[src/rtl/picoblaze_sample_pkg.sv]
// Shared types and widths for the PicoBlaze sample server.
package picoblaze_sample_pkg;

  localparam int unsigned SAMPLE_W = 16;
  localparam int unsigned OUT_W    = 8;
  localparam int unsigned WORD_W   = 32;

  typedef enum logic [1:0] {
    IDLE      = 2'd0,
    REQ       = 2'd1,
    WAIT_DATA = 2'd2,
    SERVE_HI  = 2'd3
  } state_e;

  typedef enum logic {
    LOW  = 1'b0,
    HIGH = 1'b1
  } half_e;

endpackage

[src/rtl/picoblaze_sample_server_sample_abs_scale.sv]
// Signed 16-bit sample to 8-bit magnitude: |s| (with -32768 saturated to 32767), bits [14:7].
module sample_abs_scale
  import picoblaze_sample_pkg::*;
(
  input  logic [SAMPLE_W-1:0] sample_i,
  output logic [OUT_W-1:0]    mag_o
);

  logic [SAMPLE_W-1:0] mag;

  always_comb begin
    mag = sample_i;
    if (sample_i[SAMPLE_W-1]) begin
      if (sample_i == {1'b1, {(SAMPLE_W-1){1'b0}}}) begin
        mag = {1'b0, {(SAMPLE_W-1){1'b1}}};
      end else begin
        mag = SAMPLE_W'(~sample_i + SAMPLE_W'(1));
      end
    end
    mag_o = OUT_W'(mag >> 7);
  end

endmodule

[src/rtl/picoblaze_sample_server.sv]
// Serves 8-bit magnitude samples to PicoBlaze, fetching packed 16-bit pairs from word memory.
// Optional SAMPLE_SERVER_OVERRUN_EN adds a sticky overrun flag for requests dropped while busy.
module picoblaze_sample_server
  import picoblaze_sample_pkg::*;
#(
  parameter int unsigned           ADDR_WIDTH = 23,
  parameter logic [ADDR_WIDTH-1:0] START_ADDR = '0,
  parameter logic [ADDR_WIDTH-1:0] END_ADDR   = ADDR_WIDTH'(23'h3FFFF)
) (
  input  logic                  clk,
  input  logic                  reset_n,
  input  logic                  get_new_addr,
  output logic [OUT_W-1:0]      sample_out,
  output logic                  sample_valid,
  output logic                  busy,
  output logic [ADDR_WIDTH-1:0] mem_addr,
  output logic                  mem_read,
  input  logic                  mem_waitrequest,
  input  logic [WORD_W-1:0]     mem_readdata,
  input  logic                  mem_readdatavalid
`ifdef SAMPLE_SERVER_OVERRUN_EN
  ,output logic                 overrun
`endif
);

  state_e                state_q, state_d;
  half_e                 half_q, half_d;
  logic                  gna_q;
  logic [SAMPLE_W-1:0]   hi_hold_q, hi_hold_d;
  logic [OUT_W-1:0]      sample_q, sample_d;
  logic                  valid_q, valid_d;
  logic                  busy_q, busy_d;
  logic [ADDR_WIDTH-1:0] addr_q, addr_d;
  logic                  read_q, read_d;
  logic                  req;
  logic [OUT_W-1:0]      scale_lo, scale_hi;

  assign req = get_new_addr & ~gna_q;

  sample_abs_scale u_scale_lo (
    .sample_i (mem_readdata[SAMPLE_W-1:0]),
    .mag_o    (scale_lo)
  );

  sample_abs_scale u_scale_hi (
    .sample_i (hi_hold_q),
    .mag_o    (scale_hi)
  );

  // State and registered outputs
  always_ff @(posedge clk) begin
    if (!reset_n) begin
      state_q   <= IDLE;
      half_q    <= LOW;
      gna_q     <= 1'b0;
      hi_hold_q <= '0;
      sample_q  <= '0;
      valid_q   <= 1'b0;
      busy_q    <= 1'b0;
      addr_q    <= START_ADDR;
      read_q    <= 1'b0;
    end else begin
      state_q   <= state_d;
      half_q    <= half_d;
      gna_q     <= get_new_addr;
      hi_hold_q <= hi_hold_d;
      sample_q  <= sample_d;
      valid_q   <= valid_d;
      busy_q    <= busy_d;
      addr_q    <= addr_d;
      read_q    <= read_d;
    end
  end

  // Next-state logic
  always_comb begin
    state_d = state_q;
    unique case (state_q)
      IDLE:      if (req) state_d = (half_q == LOW) ? REQ : SERVE_HI;
      REQ:       if (!mem_waitrequest) state_d = WAIT_DATA;
      WAIT_DATA: if (mem_readdatavalid) state_d = IDLE;
      SERVE_HI:  state_d = IDLE;
      default:   state_d = IDLE;
    endcase
  end

  // Next values for the registered outputs and datapath
  always_comb begin
    half_d    = half_q;
    hi_hold_d = hi_hold_q;
    sample_d  = sample_q;
    valid_d   = 1'b0;
    busy_d    = busy_q;
    addr_d    = addr_q;
    read_d    = read_q;
    unique case (state_q)
      IDLE: begin
        if (req) begin
          busy_d = 1'b1;
          read_d = (half_q == LOW);
        end
      end
      REQ: begin
        if (!mem_waitrequest) read_d = 1'b0;
      end
      WAIT_DATA: begin
        if (mem_readdatavalid) begin
          hi_hold_d = mem_readdata[WORD_W-1:SAMPLE_W];
          sample_d  = scale_lo;
          valid_d   = 1'b1;
          busy_d    = 1'b0;
          half_d    = HIGH;
        end
      end
      SERVE_HI: begin
        sample_d = scale_hi;
        valid_d  = 1'b1;
        busy_d   = 1'b0;
        half_d   = LOW;
        addr_d   = (addr_q == END_ADDR) ? START_ADDR : addr_q + ADDR_WIDTH'(1);
      end
      default: begin
        read_d = 1'b0;
        busy_d = 1'b0;
      end
    endcase
  end

`ifdef SAMPLE_SERVER_OVERRUN_EN
  logic overrun_q;

  // Sticky record of any request arriving while a previous one is in flight
  always_ff @(posedge clk) begin
    if (!reset_n) begin
      overrun_q <= 1'b0;
    end else if (req && busy_q) begin
      overrun_q <= 1'b1;
    end
  end

  assign overrun = overrun_q;
`endif

  assign sample_out   = sample_q;
  assign sample_valid = valid_q;
  assign busy         = busy_q;
  assign mem_addr     = addr_q;
  assign mem_read     = read_q;

endmodule

[config.mk]
export PLATFORM = sky130hd
export DESIGN_NAME = picoblaze_sample_server
export DESIGN_NICKNAME = d
export VERILOG_FILES = /design/src/rtl/picoblaze_sample_pkg.sv /design/src/rtl/picoblaze_sample_server_sample_abs_scale.sv /design/src/rtl/picoblaze_sample_server.sv
export SDC_FILE = /design/constraint.sdc
export NUM_CORES = 1
export LEC_CHECK = 0
export ABC_AREA = 1
export BUFFER_PORTS_ARGS = -buffer_cell sky130_fd_sc_hd__buf_4
export CAP_MARGIN = 20
export CORE_MARGIN = 10
export CORE_UTILIZATION = 58
export CTS_CLUSTER_DIAMETER = 60
export DETAILED_ROUTE_END_ITERATION = 7
export PLACE_DENSITY_LB_ADDON = 0.05
export SYNTH_ARGS = -nofsm -noshare
export SYNTH_HDL_FRONTEND = slang
export SYNTH_SLANG_ARGS = --single-unit
export TNS_END_PERCENT = 100
[constraint.sdc]
create_clock -name clk -period 3.9 [get_ports clk]
set_clock_uncertainty 0.1 [all_clocks]
set_input_delay 0.585 -clock clk [delete_from_list [all_inputs] [get_ports clk]]
set_output_delay 0.585 -clock clk [all_outputs]
set_load 0.01 [all_outputs]
### After elaboration in Yosys (flattened, before gate mapping)

Cells that the tools add are included.

| word-level totals | value |
|---|---|
| register bits | 54 |
| input bits | 37 |
| output and inout bits | 34 |
| word-level logic and storage cells | 57 |

| operators by class | value |
|---|---|
| add/sub/neg operators | 3 |
| equal/unequal tests | 9 |
| mux-type cells | 22 |
| bitwise operators | 5 |
| reduce and logical (&&, ||, !) cells | 9 |

Operators with widths:

| operator | number |
|---|---|
| 2-to-1 mux 15 bit | 4 |
| == test 16 bit (second input constant) | 2 |
| adder 15 x 1 -> 15 bit (second input constant) | 2 |
| inverter 15 bit | 2 |
| adder 23 x 1 -> 23 bit (second input constant) | 1 |
| == test 23 x 18 -> 1 bit (second input constant) | 1 |
| 2-to-1 mux 23 bit | 1 |
| one-hot mux 8 bit (2 select lines) | 1 |
| AND reduction 3 bit | 3 |
| 2-to-1 mux 2 bit | 4 |
| 2-to-1 mux 8 bit | 1 |
| one-hot mux 2 bit (4 select lines) | 1 |
| 2-to-1 mux 1 bit | 6 |
| != test 2 bit (second input constant) | 3 |
| one-hot mux 1 bit (2 select lines) | 3 |
| == test 2 bit (second input constant) | 2 |
| AND reduction 2 bit | 2 |
| nonzero test 2 bit | 2 |
| one-hot mux 1 bit (3 select lines) | 1 |
| nonzero test 3 bit | 1 |
| == test 2 x 1 -> 1 bit (second input constant) | 1 |
| zero test 2 bit | 1 |
| inverter 1 bit | 2 |
| AND 1 bit | 1 |

### Longest topological paths before layout

| logic depth | value |
|---|---|
| depth in word-level cells | 6 |
| gate-level depth with buffers | 11 |
| mapped depth without buffers | 11 |

### Hierarchy

Synthesis repeated with hierarchy kept, for this count alone.

| second synthesis, totals | value |
|---|---|
| cell total of the unflattened synthesis | 485 |
| area total of the unflattened synthesis | 3151.8 µm² |

Modules (own cells, without submodules):

| module | instances | cells an instance | area an instance (µm²) | seq. area each (µm²) |
|---|---|---|---|---|
| picoblaze_sample_server | 1 | 337 | 2403.6 | 1081.0 |
| sample_abs_scale | 2 | 74 | 374.1 | 0.0 |

### Least setup slack after synthesis

Ideal clock, no wire load.

| timing | value |
|---|---|
| path type | input to register |
| from | input port mem_readdata[1] |
| to | register sample_q[3] (netlist: sample_out[3]) |
| library setup time | 110 ps |
| data arrival time | 1494 ps |
| required time | 3690 ps |
| setup slack | 2196 ps |
| stages | 10 |
| path buffers | 0 |
| cell sequence | nor2_1 > nand2_1 > o21ai_0 > nand2_1 > nand2_1 > nand3_1 > nand2_1 > nand3_1 > nand2_1 > inv_1 |

| on the way | value |
|---|---|
| word-level cells in the longest chain between the ends | 6 |
| elaborated cells between the ends (all ways) | 7 |
| classes of those cells | add/sub (1); eq/ne (1); mux (4); bitwise (1) |

Ends and longest elaborated chain:

| item | RTL line | source |
|---|---|---|
| start: declaration | picoblaze_sample_server.sv:19 | `input logic [WORD_W-1:0] mem_readdata,` |
| inverter 15 bit | picoblaze_sample_server_sample_abs_scale.sv:17 | `mag = SAMPLE_W'(~sample_i + SAMPLE_W'(1));` |
| adder 15 x 1 -> 15 bit | picoblaze_sample_server_sample_abs_scale.sv:17 |  |
| 2-to-1 mux 15 bit (*) | picoblaze_sample_server_sample_abs_scale.sv:14 | `if (sample_i == {1'b1, {(SAMPLE_W-1){1'b0}}}) begin` |
| 2-to-1 mux 15 bit (*) | picoblaze_sample_server_sample_abs_scale.sv:13 | `if (sample_i[SAMPLE_W-1]) begin` |
| 2-to-1 mux 8 bit (*) | picoblaze_sample_server.sv:107 | `if (mem_readdatavalid) begin` |
| one-hot mux 8 bit (2 select lines) (*) | picoblaze_sample_server.sv:96 | `unique case (state_q)` |
| end signal: assignment | picoblaze_sample_server.sv:67 | `sample_q <= sample_d;` |
| end: declaration | picoblaze_sample_server.sv:30 | `logic [OUT_W-1:0] sample_q, sample_d;` |

Mark *: on every way between the ends. The rest lies on a longest branch, timed or not. The select of a mux whose other input is x is not followed.
A chain may end at the register's enable or synchronous reset.

### Worst setup path in the final report

| timing | value |
|---|---|
| from | register state_q[0] |
| to | register addr_q[3] (netlist: mem_addr[3]) |

| on the way | value |
|---|---|
| word-level cells in the longest chain between the ends | 1 |

Ends and longest elaborated chain:

| item | RTL line | source |
|---|---|---|
| start: declaration | picoblaze_sample_server.sv:26 | `state_e state_q, state_d;` |
| start signal: assignment | picoblaze_sample_server.sv:63 | `state_q <= state_d;` |
| == test 2 bit | picoblaze_sample_server.sv:96 |  |
| end signal: assignment | picoblaze_sample_server.sv:70 | `addr_q <= addr_d;` |
| end: declaration | picoblaze_sample_server.sv:33 | `logic [ADDR_WIDTH-1:0] addr_q, addr_d;` |

No other way between the ends.

==> out/metrics.cfg <==
[clocking]
cts_root_buffer = clkbuf_8
cts_setup_buffers = 0
postCtsHoldBufs = 0
clkTransAtPathRegs_ns = 0.09
cts-htree-levels = 2
clkSinkCount = 54
cts_tree = yes
cts_max_path_buffers = 2
clk_latency_ns = 0.30
cts-buffers-inserted = 5
ctsResizeCount = 0

[sta]
fin_hold_ws_ns = 0.3689
period_share_pct = 50.94
tns_ns = 0
rsz0062_at_grt = false
setup_viol = 0
slew_violations = 0
worst_pin_slew_ns = 0.6480
max_freq_mhz = 503.4
fin_crit_ns = 1.987
hold_viol_final = 0
setup_slack_ns = 1.913
relSlewSlack_pct = 56.66

[outcome]
outcome = finished clean

[grt]
antenna_found_initial = 0
overflow = 0
grt_usage_pct = 18.24
grt_pass1_wl_um = 13500
grt_max_degree = 30
grt_pass1_vias = 3082

[yosys]
synth_edf_count = 0
syn_inst = 489
syn_nets = 527
synthMuxAreaShare_pct = 0
ys_ff_latch = 54
syn_area_per_cell_um2 = 6.266
synth_common_cells = nand2_1, nor2_1, inv_1
yosys.area.top_type_share_pct = 35.28
synthXorXnorAreaFrac_pct = 1.715
ys_top_cells_by_area = dfxtp_1, nand2_1, nor2_1
ys_types = 40
netlist.top_cell.by_area = dfxtp_1
yosysSeqAreaShare_pct = 35.28
yosysWarnings = 0
synth_ff_type = dfxtp_1
synth_compound_area_share_pct = 10.00
async_reset_ff_share_pct = 0
syn_area_um2 = 3064
yosysMostFrequentCell = nand2_1
synth_fa_ha_area_share_pct = 0.4083
synth_simple_gate_area_share_pct = 42.67
synth_top_family_by_area = simple AND/OR/NAND/NOR gates

[layout]
diodes = 0
final_area_um2 = 3737
fin_util_pct = 73.17
finalNonFillerCells = 626
final_layout_size_suffix_gt1_share_pct = 17.09
syn_to_final_growth_pct = 21.97
finalNetCount = 593

[drt]
drtIter0Drc = 140
viasPerCell = 5.062
drcViolationCount = 0
firstDrtPassIters = 4
vias = 3169
detail_route.wl_per_cell_um = 12.47
drt.antenna.violating_nets = 0
wl_um = 7804

[die]
die_h_um = 92.69
fp-row-count = 26
start_util_pct = 60.00
coreArea_um2 = 5107
ios = 71
fp.dieW_um = 92.69
dieArea_um2 = 8591

[place]
place_hpwl_um = 6078
placed_area_um2 = 3627
portBuffers = 70
dp_slack_ns = 1.808
place_congestion = 0.9196
dp_cells = 618

[setup_path]
path_max_fanout = 11
cp-end-kind = flip-flop
rr_worst_depth = 7
worstPathRequired_ns = 4.00
path_class = reg2reg
arrival_ns = 2.08
startpoint_type = flip-flop
reg2reg_to = mem_addr[3]
r2r_slack_ns = 1.91
worstReg2RegStart = state_q[0]

[power_and_ir_drop]
power.total_mw = 1.284
p_per_area_nw_per_um2 = 343.6
leakage_nw = 1.868
ir_drop_uv = 279.3

[min_path]
worstHoldStart = get_new_addr
min_path_type = in2reg
hold_depth = 3
hold_path_end = gna_q

[run]
drv_cap = 0

## power breakdown
part	leakage (nW)	switching, mW	total [mW]	internal (mW)
combinational	1.38	0.173	0.291	0.117
sequential	0.437	0.0321	0.622	0.590
clock	0.0514	0.180	0.371	0.192
total	1.87	0.385	1.28	0.899
## cell families (layout without fill, tap and decap cells)
family	after synthesis	count (layout)
buffers and inverters	78	145
adder cells (fa/ha/maj)	1	1
flip-flops	54	54
XOR/XNOR	6	6
AND/OR/NAND/NOR	292	292
AO/OA/AOI/OAI	58	58
## worst max path at each step
stage / end / startpoint
2_1_floorplan: sample_out[3] / mem_readdata[1]
3_3_place_gp: hi_hold_q[7] / mem_readdatavalid
3_5_place_dp: hi_hold_q[12] / mem_readdatavalid
4_1_cts: mem_addr[3] / state_q[0]
5_1_grt: hi_hold_q[12] / state_q[1]
6_report: mem_addr[3] / state_q[0]
## flip-flops by register name (all words and copies together), names as in the netlist
name,flops
mem_addr,23
hi_hold_q,16
sample_out,8
state_q,2
busy,1
gna_q,1
half_q,1
mem_read,1
sample_valid,1
## critical path: stages (launching register included)
cell     delay [ns]
dfxtp_1        0.47
nand2_2        0.26
nor2_2         0.24
nand3_2        0.20
nor4_4         0.23
nand2_1        0.12
nand2_2        0.18
a21oi_1        0.07
## cells in the final DEF, fill, tap and decap left out, types with 2 or more instances in the layout
cell / instances
and2_1: 2
nand2_2: 3
clkbuf_8: 5
buf_4: 70
nor3_2: 3
xor2_1: 5
nand2_1: 131
nor2_2: 3
or2_2: 2
dfxtp_1: 54
o22ai_1: 3
o21ai_0: 25
nor3_1: 9
nand4_1: 5
a21oi_1: 23
inv_1: 64
nand3_1: 48
nand3b_1: 4
o21ai_1: 2
nor2_1: 74
## cell type report
type,count,area [µm²]
clock buffers,6,72.57
clock inverters,2,37.54
fillers,453,1370
inverters,67,254.0
multi-input cells,357,1679
flip-flops and latches,54,1081
well taps,70,87.58
repair buffers,70,525.5
## metal layers
metal,vias to the layer above,part of all wire [%],routed length [µm],GRT usage (%)
met4,0,1.6,125,5.398
met3,13,6.8,534,4.278
met5,-,0,0,0
met2,99,45,3522,30.59
li1,1687,-,-,-
met1,1370,46,3621,22.70
(Power assumes the default switching activity.)
